## config.mk

```make
export PLATFORM = sky130hd
export DESIGN_NAME = lift_call_queue_flat
export DESIGN_NICKNAME = d
export VERILOG_FILES = /design/src/rtl/lift_call_queue_pkg.sv /design/src/rtl/lift_call_queue_if.sv /design/src/rtl/lift_call_queue_debounce.sv /design/src/rtl/lift_call_queue.sv /design/src/flat_wrapper.sv
export SDC_FILE = /design/constraint.sdc
export NUM_CORES = 1
export LEC_CHECK = 0
export CAP_MARGIN = 20
export CORE_ASPECT_RATIO = 1.2
export CORE_UTILIZATION = 30
export DETAILED_ROUTE_END_ITERATION = 12
export PLACE_DENSITY = 0.55
export SLEW_MARGIN = 20
export SYNTH_ARGS = -nofsm -noshare
export SYNTH_HDL_FRONTEND = slang
export SYNTH_HIERARCHICAL = 1
export SYNTH_SLANG_ARGS = --single-unit
```

## constraint.sdc

```tcl
create_clock -name clk -period 1.5 [get_ports clk]
set_clock_uncertainty 0.05 [all_clocks]
set_input_delay 0.15 -clock clk [delete_from_list [all_inputs] [get_ports clk]]
set_output_delay 0.15 -clock clk [all_outputs]
set_load 0.05 [all_outputs]
```

## src/rtl/lift_call_queue_pkg.sv

```systemverilog
// Shared definitions for the lift call queue: FSM states, floor-code type,
// floor-count and debounce defaults, and floor-code sanitising helper.
// Build option: LIFT_CALL_DEBOUNCE_EN enables the button debouncer.
package lift_pkg;

  localparam int MAX_FLOORS              = 7;
  localparam int DEFAULT_DEBOUNCE_CYCLES = 1_000_000;

  typedef logic [2:0] floor_t;

  typedef enum logic [1:0] {
    IDLE   = 2'd0,
    SELECT = 2'd1,
    OFFER  = 2'd2,
    BUSY   = 2'd3
  } state_t;

  // Codes 0 and anything above the served range are treated as floor 1.
  function automatic floor_t sanitize_floor(input floor_t f, input int num_floors);
    if ((f != 3'd0) && (int'(f) <= num_floors)) begin
      return f;
    end else begin
      return 3'd1;
    end
  endfunction

endpackage

```

## src/rtl/lift_call_queue_if.sv

```systemverilog
// Target handshake between the call queue (master) and the lift
// controller (slave): offered target, acceptance, arrival and car position.
// Build option: LIFT_CALL_DEBOUNCE_EN (no effect on this interface).
interface lift_call_queue_if;
  import lift_pkg::*;

  logic   req_valid;
  logic   req_ready;
  floor_t req_floor;
  logic   arrived;
  floor_t cur_floor;

  modport master (
    output req_valid,
    output req_floor,
    input  req_ready,
    input  arrived,
    input  cur_floor
  );

  modport slave (
    input  req_valid,
    input  req_floor,
    output req_ready,
    output arrived,
    output cur_floor
  );

endinterface

```

## src/rtl/lift_call_queue_debounce.sv

```systemverilog
// Per-button front end: 2-flop synchronizer, optional stability debounce,
// and a registered one-cycle pulse on each accepted rising edge.
// Build option: LIFT_CALL_DEBOUNCE_EN enables the debounce counter; without
// it the edge detector is fed straight from the synchronizer.
module lift_debounce
  import lift_pkg::*;
#(
  parameter int DEBOUNCE_CYCLES = DEFAULT_DEBOUNCE_CYCLES
) (
  input  logic clk,
  input  logic rst_n,
  input  logic btn,
  output logic press
);

  logic sync1_r;
  logic sync2_r;
  logic level_s;
  logic level_d_r;
  logic press_r;

  // Bring the asynchronous button into the clock domain.
  always_ff @(posedge clk) begin
    if (!rst_n) begin
      sync1_r <= 1'b0;
      sync2_r <= 1'b0;
    end else begin
      sync1_r <= btn;
      sync2_r <= sync1_r;
    end
  end

`ifdef LIFT_CALL_DEBOUNCE_EN
  localparam int CW = $clog2(DEBOUNCE_CYCLES + 1);

  logic [CW-1:0] cnt_r;
  logic          stable_r;

  // Accept a new level only after it has differed from the stable one
  // for DEBOUNCE_CYCLES consecutive cycles; any bounce restarts the count.
  always_ff @(posedge clk) begin
    if (!rst_n) begin
      cnt_r    <= {CW{1'b0}};
      stable_r <= 1'b0;
    end else if (sync2_r != stable_r) begin
      if (cnt_r == CW'(DEBOUNCE_CYCLES - 1)) begin
        stable_r <= sync2_r;
        cnt_r    <= {CW{1'b0}};
      end else begin
        cnt_r <= cnt_r + CW'(1);
      end
    end else begin
      cnt_r <= {CW{1'b0}};
    end
  end

  assign level_s = stable_r;
`else
  // Debounce length has no effect in the bypass build.
  localparam int unused_debounce_cycles = DEBOUNCE_CYCLES;

  assign level_s = sync2_r;
`endif

  // One pulse per rising edge of the accepted level, however long it is held.
  always_ff @(posedge clk) begin
    if (!rst_n) begin
      level_d_r <= 1'b0;
      press_r   <= 1'b0;
    end else begin
      level_d_r <= level_s;
      press_r   <= level_s & ~level_d_r;
    end
  end

  assign press = press_r;

endmodule

```

## src/rtl/lift_call_queue.sv

```systemverilog
// Lift call queue: collects debounced floor-call presses into a pending
// mask and offers one target at a time to the lift controller using a
// SCAN (elevator) policy. The target is frozen from offer until arrival.
// Build option: LIFT_CALL_DEBOUNCE_EN enables the per-button debouncer.
module lift_call_queue
  import lift_pkg::*;
#(
  parameter int NUM_FLOORS      = MAX_FLOORS,
  parameter int DEBOUNCE_CYCLES = DEFAULT_DEBOUNCE_CYCLES
) (
  input  logic                  clk,
  input  logic                  rst_n,
  input  logic [NUM_FLOORS-1:0] btn,
  lift_call_queue_if.master     bus,
  output logic [NUM_FLOORS-1:0] pending,
  output logic                  dir_up
);

  logic [NUM_FLOORS-1:0] press_s;
  logic [NUM_FLOORS-1:0] clear_s;
  logic [NUM_FLOORS-1:0] pending_r;

  state_t state_r;
  state_t state_nxt_s;

  floor_t cur_s;
  floor_t req_floor_r;
  floor_t target_s;
  floor_t up_floor_s;
  floor_t dn_floor_s;
  logic   req_valid_r;
  logic   dir_up_r;
  logic   target_dir_s;
  logic   at_hit_s;
  logic   up_hit_s;
  logic   dn_hit_s;

  for (genvar i = 0; i < NUM_FLOORS; i++) begin : g_btn
    lift_debounce #(
      .DEBOUNCE_CYCLES(DEBOUNCE_CYCLES)
    ) u_debounce (
      .clk  (clk),
      .rst_n(rst_n),
      .btn  (btn[i]),
      .press(press_s[i])
    );
  end

  assign cur_s = sanitize_floor(bus.cur_floor, NUM_FLOORS);

  // Find a call at the car, the nearest call above and the nearest below.
  always_comb begin
    at_hit_s   = 1'b0;
    up_hit_s   = 1'b0;
    dn_hit_s   = 1'b0;
    up_floor_s = 3'd1;
    dn_floor_s = 3'd1;
    // Scanning downwards leaves the lowest floor above the car.
    for (int f = NUM_FLOORS; f >= 1; f--) begin
      up_hit_s   = up_hit_s | (pending_r[f-1] && (f > int'(cur_s)));
      up_floor_s = (pending_r[f-1] && (f > int'(cur_s))) ? floor_t'(f) : up_floor_s;
    end
    // Scanning upwards leaves the highest floor below the car.
    for (int f = 1; f <= NUM_FLOORS; f++) begin
      dn_hit_s   = dn_hit_s | (pending_r[f-1] && (f < int'(cur_s)));
      dn_floor_s = (pending_r[f-1] && (f < int'(cur_s))) ? floor_t'(f) : dn_floor_s;
      at_hit_s   = at_hit_s | (pending_r[f-1] && (f == int'(cur_s)));
    end
  end

  // SCAN choice: serve the car's floor, else keep sweeping, else reverse.
  always_comb begin
    target_s     = cur_s;
    target_dir_s = dir_up_r;
    if (at_hit_s) begin
      target_s     = cur_s;
      target_dir_s = dir_up_r;
    end else if (dir_up_r) begin
      if (up_hit_s) begin
        target_s = up_floor_s;
      end else begin
        target_s     = dn_floor_s;
        target_dir_s = 1'b0;
      end
    end else begin
      if (dn_hit_s) begin
        target_s = dn_floor_s;
      end else begin
        target_s     = up_floor_s;
        target_dir_s = 1'b1;
      end
    end
  end

  // Next-state logic; arrival only matters while a target is being served.
  always_comb begin
    state_nxt_s = state_r;
    case (state_r)
      IDLE: begin
        if (|pending_r) begin
          state_nxt_s = SELECT;
        end else begin
          state_nxt_s = IDLE;
        end
      end
      SELECT: begin
        state_nxt_s = OFFER;
      end
      OFFER: begin
        if (req_valid_r && bus.req_ready) begin
          state_nxt_s = BUSY;
        end else begin
          state_nxt_s = OFFER;
        end
      end
      BUSY: begin
        if (bus.arrived) begin
          state_nxt_s = IDLE;
        end else begin
          state_nxt_s = BUSY;
        end
      end
      default: begin
        state_nxt_s = IDLE;
      end
    endcase
  end

  // Clear mask for the served floor on arrival.
  always_comb begin
    clear_s = {NUM_FLOORS{1'b0}};
    for (int f = 1; f <= NUM_FLOORS; f++) begin
      clear_s[f-1] = (state_r == BUSY) && bus.arrived && (req_floor_r == floor_t'(f));
    end
  end

  // FSM state register.
  always_ff @(posedge clk) begin
    if (!rst_n) begin
      state_r <= IDLE;
    end else begin
      state_r <= state_nxt_s;
    end
  end

  // Pending mask, offer handshake, frozen target and sweep direction.
  always_ff @(posedge clk) begin
    if (!rst_n) begin
      pending_r   <= {NUM_FLOORS{1'b0}};
      req_valid_r <= 1'b0;
      req_floor_r <= 3'd1;
      dir_up_r    <= 1'b1;
    end else begin
      // A clear overrides a press of the same floor in the same cycle.
      pending_r   <= (pending_r | press_s) & ~clear_s;
      req_valid_r <= (state_nxt_s == OFFER);
      if (state_r == SELECT) begin
        req_floor_r <= target_s;
        dir_up_r    <= target_dir_s;
      end
    end
  end

  assign bus.req_valid = req_valid_r;
  assign bus.req_floor = req_floor_r;
  assign pending       = pending_r;
  assign dir_up        = dir_up_r;

endmodule

```

## src/flat_wrapper.sv

```systemverilog
// flat-port wrapper written by rule: the top's interface ports become plain ports
module lift_call_queue_flat import lift_pkg::*;
#(
  parameter int NUM_FLOORS      = MAX_FLOORS,
  parameter int DEBOUNCE_CYCLES = DEFAULT_DEBOUNCE_CYCLES
)
  (clk, rst_n, btn, pending, dir_up, bus_req_valid, bus_req_floor, bus_req_ready, bus_arrived, bus_cur_floor);
  lift_call_queue_if bus_i ();
  input  logic clk;
  input  logic rst_n;
  input  logic [NUM_FLOORS-1:0] btn;
  output logic [NUM_FLOORS-1:0] pending;
  output logic dir_up;
  output wire logic [$bits(bus_i.req_valid)-1:0] bus_req_valid;
  output wire logic [$bits(bus_i.req_floor)-1:0] bus_req_floor;
  input wire logic [$bits(bus_i.req_ready)-1:0] bus_req_ready;
  input wire logic [$bits(bus_i.arrived)-1:0] bus_arrived;
  input wire logic [$bits(bus_i.cur_floor)-1:0] bus_cur_floor;
  assign bus_req_valid = bus_i.req_valid;
  assign bus_req_floor = bus_i.req_floor;
  assign bus_i.req_ready = bus_req_ready;
  assign bus_i.arrived = bus_arrived;
  assign bus_i.cur_floor = bus_cur_floor;
  lift_call_queue #(.NUM_FLOORS(NUM_FLOORS), .DEBOUNCE_CYCLES(DEBOUNCE_CYCLES)) u_core (.clk(clk), .rst_n(rst_n), .btn(btn), .bus(bus_i), .pending(pending), .dir_up(dir_up));
endmodule
```

==> reports/summary.md, run 1 <==
## Status
- finished with violations — result of the run
- negative setup slack — violated checks

## Floorplanning
- 6312 µm² — die area
- 30 — num rows
- 26 — IO Pins
- 86.84 µm — Die Y
- 5705 µm² — standard cell core area
- 0.3154 — initial core utilization
- 72.70 µm — width of the die

## Route
- 4.795 — vias per cell
- 0 — Post-DRT Antenna Nets
- 4 — count of TritonRoute iterations in the first routing pass
- 76 — DRT iter0 DRCs
- 0 — DRC violation count after routing
- 12.89 µm — average wire length per cell after detail routing
- 4330 µm — Total Wirelength
- 1,611 — via count of the routed design

## Global routing
- 1,608 — vias in the first global route
- 7383 µm — first-pass GRT wire length
- 31 — maximum number of pins on one net before global-route repair
- 0 — initial antenna violation count
- 0.1553 — aggregate global-route resource usage
- 0 — GRT overflow

## Timing
- 0 — max-slew violation count
- -0.1199 ns — Final WS setup
- 0.3936 ns — Least-Margin Pin Slew
- 1.620 ns — min cycle time layout
- 0.3914 ns — Final Hold Slack
- 617.3 MHz — maximum clock rate
- 2 — final count of negative-setup-slack endpoints
- -0.1989 ns — Fin Setup TNS
- 0.7373 — worst slew margin relative to its limit
- 1.080 — Period Utilization, post-route
- true — RSZ-0062 raised after global routing
- 0 — Final Hold Violating Endpoints

## Power
- 1.140 nW — Leakage
- 959.8 nW/µm² — Cell Pwr Density
- 514.0 µV — worst-case vdd ir drop

## CTS
- done — TritonCTS clock tree
- 0.08 ns — clock-pin slew on the worst setup and hold paths
- 2 — H-tree depth
- 0.29 ns — Clock Latency Late Sink
- 5 — Num CTS Buffers
- sky130_fd_sc_hd__clkbuf_8 — CTS Root Cell
- 2 — CTS max path bufs
- 42 — total number of clock tree sinks

## Cells and area
- 2678 µm² — final design area excluding fillers
- 0.3984 — share of final-layout standard cells stronger than drive strength 1
- 583 — number of filler cells placed in the layout
- 0.4693 — Post-Route Utilization
- 48.82% — synthesis-to-layout area growth
- 0 — antenna diode count
- 269 — post-layout net count

## Synth
- 0 — number of enable flip-flop cells after synthesis
- sky130_fd_sc_hd__dfxtp_1 — ys flop type
- 9.570 µm² — average instance area after synthesis
- 0 — async set-or-reset flop fraction in the synthesized netlist
- 188 — Gate Count Post-Synth
- 45 — count of distinct cell types in the synthesized netlist
- 202 — net count after synthesis
- 0.4673 — fraction of the yosys area taken by sequential cells
- 1799 µm² — post-synthesis instance area
- 6 — total number of yosys warnings
- 42 — post-synthesis register bit count

## Worst hold path
- u_core/g_btn[4].u_debounce/sync1_r — hold path start
- 1 — Min-Delay Path Depth
- u_core/g_btn[4].u_debounce/level_s — WHS Endpoint
- reg -> reg — hold crit path type

## Placed design
- 2464 µm² — Area after DPL
- 0.8689 — global placement routability congestion
- -0.5890 ns — setup slack after placement
- 3219 µm — Final HPWL DP
- 25 — IO buf count

## Worst setup path
- register — Worst Setup Start Kind
- -0.12 ns — worst-case register-to-register setup slack
- 3 — CP max FO
- reg -> reg — classification of the worst setup path
- u_core/pending[3] — Crit Reg-Reg Startpoint
- 1.64 ns — WP data required
- 5 — depth of the most critical reg-to-reg path
- 1.76 ns — arrival time of data at the critical path endpoint
- register — kind of end point of the critical path
- u_core/bus.req_floor[0] — destination of the worst register-to-register timing path

## Job
- 0 — max-capacitance violation count

## registers in the layout (all words and copies together), names as in the netlist
signal,flops
u_core/pending,7
u_core/g_btn.u_debounce/level_s,7
u_core/g_btn.u_debounce/sync1_r,7
u_core/bus.req_valid,1
u_core/g_btn.u_debounce/level_d_r,7
u_core/bus.req_floor,3
u_core/dir_up,1
u_core/g_btn.u_debounce/press,7
u_core/state_r,2
## critical path, cell delays in order (launching register included)
cell and delay (ns):
sky130_fd_sc_hd__dfxtp_4 0.37, sky130_fd_sc_hd__and2b_2 0.20, sky130_fd_sc_hd__o21a_4 0.19, sky130_fd_sc_hd__o31a_1 0.26, sky130_fd_sc_hd__o21a_1 0.18, sky130_fd_sc_hd__o31a_1 0.26
## layer usage
metal / vias up / track usage / share of wire
li1: 815 / - / -
met1: 752 / 0.1803 / 0.44
met2: 34 / 0.2685 / 0.49
met3: 10 / 0.03256 / 0.030
met4: 0 / 0.07665 / 0.033
met5: - / 0 / 0
## worst max path at each step
stage,startpoint,endpoint,cells past startpoint
final,u_core/pending[3],u_core/bus.req_floor[0],5
after detailed placement,bus_cur_floor[2],u_core/bus.req_floor[0],7
after CTS,u_core/pending[3],u_core/bus.req_floor[0],5
after global placement,bus_cur_floor[2],u_core/bus.req_floor[0],7
after global routing,u_core/pending[3],u_core/bus.req_floor[0],5
after floorplan,u_core/pending[3],u_core/bus.req_floor[0],5
## cell usage in the layout (no fill, tap or decap), types with 2 or more instances in the layout
| cell type | n |
|---|---|
| sky130_fd_sc_hd__and3b_1 | 7 |
| sky130_fd_sc_hd__and2_1 | 2 |
| sky130_fd_sc_hd__a31oi_1 | 6 |
| sky130_fd_sc_hd__dfxtp_2 | 2 |
| sky130_fd_sc_hd__o211a_1 | 2 |
| sky130_fd_sc_hd__dlygate4sd2_1 | 3 |
| sky130_fd_sc_hd__nor3_1 | 5 |
| sky130_fd_sc_hd__nor2_1 | 9 |
| sky130_fd_sc_hd__dfxtp_1 | 36 |
| sky130_fd_sc_hd__clkdlybuf4s50_1 | 10 |
| sky130_fd_sc_hd__nor2b_1 | 4 |
| sky130_fd_sc_hd__buf_4 | 44 |
| sky130_fd_sc_hd__nand2_1 | 7 |
| sky130_fd_sc_hd__o21ai_1 | 2 |
| sky130_fd_sc_hd__a211o_1 | 2 |
| sky130_fd_sc_hd__a21oi_1 | 10 |
| sky130_fd_sc_hd__nand3_1 | 3 |
| sky130_fd_sc_hd__and2_2 | 21 |
| sky130_fd_sc_hd__nand3b_1 | 2 |
| sky130_fd_sc_hd__inv_1 | 5 |
| sky130_fd_sc_hd__o31a_1 | 3 |
| sky130_fd_sc_hd__o21a_1 | 2 |
| sky130_fd_sc_hd__clkbuf_8 | 5 |
| sky130_fd_sc_hd__o211ai_1 | 3 |
| sky130_fd_sc_hd__mux2i_1 | 2 |
| sky130_fd_sc_hd__a21boi_0 | 2 |
| sky130_fd_sc_hd__dfxtp_4 | 4 |
| sky130_fd_sc_hd__o21ai_0 | 11 |
| sky130_fd_sc_hd__buf_12 | 7 |
| sky130_fd_sc_hd__nand2b_1 | 3 |
| sky130_fd_sc_hd__buf_6 | 3 |
| sky130_fd_sc_hd__a211oi_1 | 3 |
## area by class of cell
cell class	count	area, µm²	share of cell area
Multi-Input combinational cell	134	960.9	0.3589
Timing Repair Buffer	67	630.6	0.2355
Tap cell	80	100.1	0.03738
Clock buffer	6	72.57	0.02710
Inverter	5	18.77	0.007009
Sequential cell	42	858.3	0.3206
Clock inverter	2	36.28	0.01355
## kinds of logic (layout without fill, tap and decap cells)
family                 after synthesis  count (layout)  synth area share
DFF                                 42              42            0.4673
muxes                                4               4           0.02295
and+or+nand+nor                     71              71            0.2504
buffers and inverters               12              80           0.03129
AOI/OAI and AO/OA                   59              59            0.2281
## report_power, final
group | internal, mW | switching [mW]
Clock | 0.498 | 0.377
Sequential | 1.16 | 0.0486
Combinational | 0.250 | 0.233
Total | 1.91 | 0.659
## what timing repair did
action / 4_1_cts / 5_1_grt
resized for setup: 9 / 7
hold buffers: 0 / 0
endpoints found under the setup margin: 4 / 4
pin swaps: 6 / 4
setup buffers: 4 / 0
## cells in the mapped netlist (all sizes together) (2+ instances only)
cell type,n,area [µm²]
mux2i,3,30.03
nand3b,2,15.01
a21boi,3,22.52
a31oi,6,37.54
a21oi,11,55.05
o21ai,13,65.06
and2,23,170.2
o31a,3,26.28
o211a,2,20.02
nand2b,3,18.77
inv,5,18.77
nor2,9,33.78
nand3,4,25.02
nor2b,4,25.02
dfxtp,42,840.8
o211ai,3,22.52
buf,5,30.02
and3,2,13.77
o21a,3,30.02
a211o,2,17.52
and2b,2,16.27
a211oi,4,30.03
nand2,7,26.28
nor3,6,30.03
clkbuf,2,7.510
and3b,7,61.31
## stage by stage
stage,std cells,total power [mW]
2_1_floorplan,188,1.473
3_3_place_gp,324,1.695
3_5_place_dp,324,1.697
4_1_cts,336,2.591
5_1_grt,336,2.699
6_report,336,2.570
(Power assumes the default switching activity.)
==> inputs of run 2 (changes only) <==
--- a/config.mk
+++ b/config.mk
@@ -5,11 +5,13 @@
 export SDC_FILE = /design/constraint.sdc
 export NUM_CORES = 1
 export LEC_CHECK = 0
-export CAP_MARGIN = 20
+export CAP_MARGIN = 10
+export CELL_PAD_IN_SITES_DETAIL_PLACEMENT = 0
+export CELL_PAD_IN_SITES_GLOBAL_PLACEMENT = 1
 export CORE_ASPECT_RATIO = 1.2
 export CORE_UTILIZATION = 30
 export DETAILED_ROUTE_END_ITERATION = 12
-export PLACE_DENSITY = 0.55
+export PLACE_DENSITY = 0.64
 export SLEW_MARGIN = 20
 export SYNTH_ARGS = -nofsm -noshare
 export SYNTH_HDL_FRONTEND = slang
==> constraint.sdc (replaced) <==
create_clock -name clk -period 1.9 [get_ports clk]
set_clock_uncertainty 0.05 [all_clocks]
set_input_delay 0.19 -clock clk [delete_from_list [all_inputs] [get_ports clk]]
set_output_delay 0.19 -clock clk [all_outputs]
set_load 0.05 [all_outputs]
==> run 2 against run 1 <==
Effect of this change: the flow now finishes without violations; design area shrank 11%; non-clock buffer count decreased by 20; setup slack improved by 0.18 ns; register-to-register slack gained 0.30 ns; routed wire length fell by 4.6%; clock power down 21%; die area unchanged; count of clock-buffer cells in the layout stayed put; sequential cell count unchanged; sequential share of layout area increased by 3.1 points; sequential power is 20% lower; via count fell by 5.0%; largest cell class unchanged.
==> reports/summary.md, run 2 (synthesis results as in run 1) <==
## Status
- finished, final reports clean — result of the run, was finished with violations

## Floorplanning
- 86.84 µm — Die Y, unchanged
- 72.70 µm — width of the die, unchanged
- 6312 µm² — die area, unchanged
- 26 — IO Pins, unchanged
- 30 — num rows, unchanged
- 5705 µm² — standard cell core area, unchanged
- 0.3154 — initial core utilization, unchanged

## Worst hold path
- reg -> reg — hold crit path type, unchanged

## Timing
- 0 ns — Fin Setup TNS, was -0.1989 ns
- false — RSZ-0062 raised after global routing, was true
- 0 — final count of negative-setup-slack endpoints, was 2
- 0.9704 — Period Utilization, post-route
- 542.4 MHz — maximum clock rate
- 0.6656 — worst slew margin relative to its limit, was 0.7373
- 0.5008 ns — Least-Margin Pin Slew, was 0.3936 ns
- 0 — Final Hold Violating Endpoints, unchanged
- 0 — max-slew violation count, unchanged
- 1.844 ns — min cycle time layout

## Worst setup path
- sky130_fd_sc_hd__clkdlybuf4s50_1 — slowest library cell on the worst path, was sky130_fd_sc_hd__dfxtp_4
- in -> reg — classification of the worst setup path, was reg -> reg
- register — kind of end point of the critical path, unchanged
- 2.04 ns — WP data required, was 1.64 ns
- 10 — CP max FO, was 3
- 2 — WP buf/inv, was 0
- 1.98 ns — arrival time of data at the critical path endpoint, was 1.76 ns
- input pin — Worst Setup Start Kind, was register
- 0.55 ns — Crit path largest cell delay, was 0.37 ns
- clkdlybuf4s50_1, buf_4, mux2_2, nand2_1, o221a_2, nand3_1, o31a_1 — CP cell instances, was and2b_2, o21a_4, o31a_1, o21a_1, o31a_1
- buffers and inverters — gate family responsible for the most delay along the worst path, was compound AO/OA/AOI/OAI gates

## Global routing
- 0.1439 — aggregate global-route resource usage, was 0.1553
- 1,392 — vias in the first global route, was 1,608
- 6768 µm — first-pass GRT wire length, was 7383 µm
- 0 — initial antenna violation count, unchanged
- 36 — maximum number of pins on one net before global-route repair, was 31
- 0 — GRT overflow, unchanged

## Placed design
- 2968 µm — Final HPWL DP, was 3219 µm
- 0.8493 — global placement routability congestion, was 0.8689
- 25 — IO buf count, unchanged

## CTS
- done — TritonCTS clock tree, unchanged
- sky130_fd_sc_hd__clkbuf_8 — CTS Root Cell, unchanged
- 42 — total number of clock tree sinks, unchanged
- 0.29 ns — Clock Latency Late Sink, about the same
- 5 — Num CTS Buffers, unchanged
- 2 — H-tree depth, unchanged
- 0 — count of hold buffers inserted by post-cts repair, unchanged
- 0.08 ns — clock-pin slew on the worst setup and hold paths, about the same
- 2 — CTS max path bufs, unchanged

## Cells and area
- sky130_fd_sc_hd__dfxtp_1 — commonest non-fill, non-tap cell in the layout, was sky130_fd_sc_hd__buf_4
- 33.03% — synthesis-to-layout area growth, was 48.82%
- 0.2754 — share of final-layout standard cells stronger than drive strength 1, was 0.3984
- sky130_fd_sc_hd__dfxtp_1 (41), sky130_fd_sc_hd__buf_4 (27), sky130_fd_sc_hd__and2_2 (21) — highest-count cells in the layout ignoring fill and taps, was sky130_fd_sc_hd__buf_4 (44), sky130_fd_sc_hd__dfxtp_1 (36), sky130_fd_sc_hd__and2_2 (21)
- 0 — antenna diode count, unchanged
- 596 — number of filler cells placed in the layout, was 583
- 249 — post-layout net count, was 269
- 0.4195 — Post-Route Utilization, was 0.4693

## Job
- 0 — max-capacitance violation count, unchanged

## Route
- 50 — DRT iter0 DRCs, was 76
- 13.07 µm — average wire length per cell after detail routing, was 12.89 µm
- 1,530 — via count of the routed design, was 1,611
- 0 — Post-DRT Antenna Nets, unchanged
- 0 — DRC violation count after routing, unchanged
- 4129 µm — Total Wirelength, was 4330 µm
- 4.842 — vias per cell, was 4.795
- 4 — count of TritonRoute iterations in the first routing pass, unchanged

## Power
- 430.5 µV — worst-case vdd ir drop, was 514.0 µV
- 1.019 nW — Leakage, was 1.140 nW
- 822.5 nW/µm² — Cell Pwr Density, was 959.8 nW/µm²

-- run 2: final timing paths --
kind,slack [ns],endpoint,startpoint,cells past startpoint
hold / removal,0.39,u_core/g_btn[2].u_debounce/level_s,u_core/g_btn[2].u_debounce/sync1_r,1
setup reg to reg,0.18,u_core/bus.req_floor[0],u_core/pending[3],5
setup / recovery,0.06,u_core/bus.req_floor[0],bus_cur_floor[2],7
hold reg to reg,0.39,u_core/g_btn[2].u_debounce/level_s,u_core/g_btn[2].u_debounce/sync1_r,1
-- run 2: final cells by class --
cell class	instances	area, µm²	area share
clock buffers	6	72.57	0.03032
clock inverters	2	37.54	0.01568
inverters	5	18.77	0.007841
multi-input cells	134	902.1	0.3769
flip-flops and latches	42	842.1	0.3518
well taps	80	100.1	0.04182
repair buffers	47	420.4	0.1756
-- run 2: stage by stage --
step                      hold slack (ns)  setup WS [ns]  total power [mW]  instance area (µm²)  std cells
after floorplan                    0.2762        0.02375             1.165                 1800        188
after global placement             0.3721        -0.2434             1.299                 2276        308
after detailed placement           0.3746        -0.2432             1.298                 2276        308
after CTS                          0.3921       0.006543             1.987                 2386        316
after global routing               0.4033        0.01409             2.059                 2394        316
final                              0.3911        0.05621             1.969                 2394        316
-- run 2: layer usage --
| metal | vias up | global-route usage | share of wire |
|---|---|---|---|
| li1 | 778 | - | - |
| met4 | 0 | 0.08200 | 0.028 |
| met1 | 706 | 0.1774 | 0.46 |
| met2 | 36 | 0.2328 | 0.48 |
| met5 | - | 0 | 0 |
| met3 | 10 | 0.02791 | 0.036 |
-- run 2: timing repair --
action | in CTS | in global routing
setup endpoints to repair | 0 | 3
buffers inserted | 0 | 0
gates resized for setup | 0 | 3
-- run 2: power by group --
part,leakage [nW],internal [mW],switching (mW)
Combinational,0.623,0.150,0.162
Sequential,0.344,0.922,0.0419
Clock,0.0514,0.392,0.301
==> inputs of run 3 (changes only) <==
--- a/config.mk
+++ b/config.mk
@@ -11,7 +11,7 @@
 export CORE_ASPECT_RATIO = 1.2
 export CORE_UTILIZATION = 30
 export DETAILED_ROUTE_END_ITERATION = 12
-export PLACE_DENSITY = 0.64
+export PLACE_DENSITY = 0.67
 export SLEW_MARGIN = 20
 export SYNTH_ARGS = -nofsm -noshare
 export SYNTH_HDL_FRONTEND = slang
==> constraint.sdc (replaced) <==
create_clock -name clk -period 1.53 [get_ports clk]
set_clock_uncertainty 0.05 [all_clocks]
set_input_delay 0.153 -clock clk [delete_from_list [all_inputs] [get_ports clk]]
set_output_delay 0.153 -clock clk [all_outputs]
set_load 0.05 [all_outputs]
==> run 3 against run 2 <==
Effect of this change: sequential power rose by 22%; design area increased by 9.1%; critical path depth shrank 2; hold slack about the same; clock power up 25%; critical path type is now reg -> reg; largest cell class unchanged; total power grew 28%; count of clock-buffer cells in the layout unchanged; via count increased by 2.0%; the flow now finishes with violations (negative setup slack); setup slack worse by 0.14 ns; global-route usage increased by 0.62 points; sequential cell count is the same.
==> reports/summary.md, run 3 (synthesis results as in run 1) <==
## Floorplanning
- 30 — num rows, unchanged
- 0.3154 — initial core utilization, unchanged
- 5705 µm² — standard cell core area, unchanged
- 86.84 µm — Die Y, unchanged
- 6312 µm² — die area, unchanged
- 72.70 µm — width of the die, unchanged
- 26 — IO Pins, unchanged

## Placed design
- 2410 µm² — Area after DPL, was 2276 µm²
- 25 — IO buf count, unchanged
- -0.5657 ns — setup slack after placement, was -0.2432 ns
- 0.8869 — global placement routability congestion, was 0.8493
- 319 — number of instances in the placed design, was 308
- 3035 µm — Final HPWL DP, was 2968 µm

## Cells and area
- 265 — post-layout net count, was 249
- sky130_fd_sc_hd__buf_4 — commonest non-fill, non-tap cell in the layout, was sky130_fd_sc_hd__dfxtp_1
- 45.20% — synthesis-to-layout area growth, was 33.03%
- 0.3889 — share of final-layout standard cells stronger than drive strength 1, was 0.2754
- 0.4579 — Post-Route Utilization, was 0.4195
- sky130_fd_sc_hd__buf_4 (42), sky130_fd_sc_hd__dfxtp_1 (36), sky130_fd_sc_hd__and2_2 (21) — highest-count cells in the layout ignoring fill and taps, was sky130_fd_sc_hd__dfxtp_1 (41), sky130_fd_sc_hd__buf_4 (27), sky130_fd_sc_hd__and2_2 (21)
- 0 — antenna diode count, unchanged
- 2613 µm² — final design area excluding fillers, was 2394 µm²
- 332 — final cell count without fillers, was 316

## Global routing
- 36 — maximum number of pins on one net before global-route repair, unchanged
- 0 — GRT overflow, unchanged
- 0 — initial antenna violation count, unchanged
- 7058 µm — first-pass GRT wire length, was 6768 µm
- 1,458 — vias in the first global route, was 1,392
- 0.1501 — aggregate global-route resource usage, was 0.1439

## Worst setup path
- u_core/pending[3] — Crit Reg-Reg Startpoint, unchanged
- 0.35 ns — Crit path largest cell delay, was 0.55 ns
- register — kind of end point of the critical path, unchanged
- reg -> reg — classification of the worst setup path, was in -> reg
- and2b_2, o21a_4, o31a_1, o21a_1, o31a_1 — CP cell instances, was clkdlybuf4s50_1, buf_4, mux2_2, nand2_1, o221a_2, nand3_1, o31a_1
- 1.75 ns — arrival time of data at the critical path endpoint, was 1.98 ns
- sky130_fd_sc_hd__o31a_1 — crit-path most repeated cell
- sky130_fd_sc_hd__dfxtp_4 — slowest library cell on the worst path, was sky130_fd_sc_hd__clkdlybuf4s50_1
- 5 — depth of the most critical reg-to-reg path, unchanged
- u_core/bus.req_floor[0] — destination of the worst register-to-register timing path, unchanged
- 1.68 ns — WP data required, was 2.04 ns
- -0.08 ns — worst-case register-to-register setup slack, was 0.18 ns
- 3 — CP max FO, was 10
- register — Worst Setup Start Kind, was input pin

## CTS
- 5 — Num CTS Buffers, unchanged
- 2 — CTS max path bufs, unchanged
- sky130_fd_sc_hd__clkbuf_8 — CTS Root Cell, unchanged
- done — TritonCTS clock tree, unchanged
- 0.08 ns — clock-pin slew on the worst setup and hold paths, about the same
- 0 — count of hold buffers inserted by post-cts repair, unchanged
- 0.30 ns — Clock Latency Late Sink, was 0.29 ns
- 42 — total number of clock tree sinks, unchanged
- 2 — H-tree depth, unchanged

## Route
- 0 — Post-DRT Antenna Nets, unchanged
- 0 — DRC violation count after routing, unchanged
- 12.71 µm — average wire length per cell after detail routing, was 13.07 µm
- 4 — count of TritonRoute iterations in the first routing pass, unchanged
- 1,560 — via count of the routed design, was 1,530
- 4219 µm — Total Wirelength, was 4129 µm
- 92 — DRT iter0 DRCs, was 50
- 4.699 — vias per cell, was 4.842

## Timing
- -0.1128 ns — Fin Setup TNS, was 0 ns
- -0.07892 ns — Final WS setup, was 0.05621 ns
- 0 — max-slew violation count, unchanged
- 0.7470 — worst slew margin relative to its limit, was 0.6656
- 621.5 MHz — maximum clock rate
- 0 — Final Hold Violating Endpoints, unchanged
- 0.3909 ns — Final Hold Slack, was 0.3911 ns
- 2 — final count of negative-setup-slack endpoints, was 0
- 0.3790 ns — Least-Margin Pin Slew, was 0.5008 ns
- 1.052 — Period Utilization, post-route
- 1.609 ns — min cycle time layout
- true — RSZ-0062 raised after global routing, was false

## Power
- 2.519 mW — Power, Total, was 1.969 mW
- 1.120 nW — Leakage, was 1.019 nW
- 964.2 nW/µm² — Cell Pwr Density, was 822.5 nW/µm²
- 576.4 µV — worst-case vdd ir drop, was 430.5 µV

## Worst hold path
- reg -> reg — hold crit path type, unchanged
- u_core/g_btn[1].u_debounce/level_s — WHS Endpoint, was u_core/g_btn[2].u_debounce/level_s
- 1 — Min-Delay Path Depth, unchanged
- u_core/g_btn[1].u_debounce/sync1_r — hold path start, was u_core/g_btn[2].u_debounce/sync1_r

## Status
- finished with violations — result of the run, was finished, final reports clean
- negative setup slack — violated checks

## Job
- 0 — max-capacitance violation count, unchanged

==> run 3: cell types whose count changed in the layout (fill, tap and decap cells not counted), moves of 4 or more <==
cell | previous run | this run
sky130_fd_sc_hd__buf_4 | 27 | 42
sky130_fd_sc_hd__clkdlybuf4s50_1 | 16 | 10
sky130_fd_sc_hd__dfxtp_1 | 41 | 36
sky130_fd_sc_hd__buf_12 | 1 | 5
sky130_fd_sc_hd__dfxtp_4 | 0 | 4
==> run 3: how the worst max path moves through the flow <==
stage                      start                 endpoint  slack (ns)  cells past startpoint
3_5_place_dp    bus_cur_floor[2]  u_core/bus.req_floor[0]       -0.57                      7
6_report       u_core/pending[3]  u_core/bus.req_floor[0]       -0.08                      5
5_1_grt        u_core/pending[3]  u_core/bus.req_floor[0]       -0.15                      5
4_1_cts        u_core/pending[3]  u_core/bus.req_floor[0]       -0.10                      5
3_3_place_gp    bus_cur_floor[2]  u_core/bus.req_floor[0]       -0.55                      7
2_1_floorplan  u_core/pending[3]  u_core/bus.req_floor[0]       -0.16                      5
==> run 3: where the power goes <==
| group | internal [mW] | switching (mW) |
|---|---|---|
| combinational | 0.237 | 0.230 |
| clock | 0.487 | 0.381 |
| sequential | 1.14 | 0.0441 |
| total | 1.86 | 0.655 |
==> run 3: routing by layer <==
layer	routed length, µm	track usage	vias up
met2	2028	0.2387	29
met5	0	0	-
li1	-	-	801
met4	135	0.08734	0
met1	1946	0.1885	719
met3	109	0.02791	11
==> run 3: cell type report <==
cell class,count,area [µm²]
clock buffers,6,72.57
clock inverters,2,37.54
fillers,568,3093
inverters,5,18.77
multi-input cells,134,952.2
flip-flops and latches,42,858.3
well taps,80,100.1
repair buffers,63,573.1
==> run 3: worst max-delay path, delay by kind of cell (launching register included) <==
family	cells	cell delay, ns
AO/OA/AOI/OAI	4	0.90
AND/OR/NAND/NOR	1	0.20
flip-flops	1	0.35
==> run 3: what timing repair did <==
| action | 4_1_cts | 5_1_grt |
|---|---|---|
| setup endpoints to repair | 4 | 4 |
| pin swaps | 6 | 9 |
| cloned | 1 | 0 |
| gates resized for setup | 6 | 9 |
| buffers inserted | 1 | 4 |
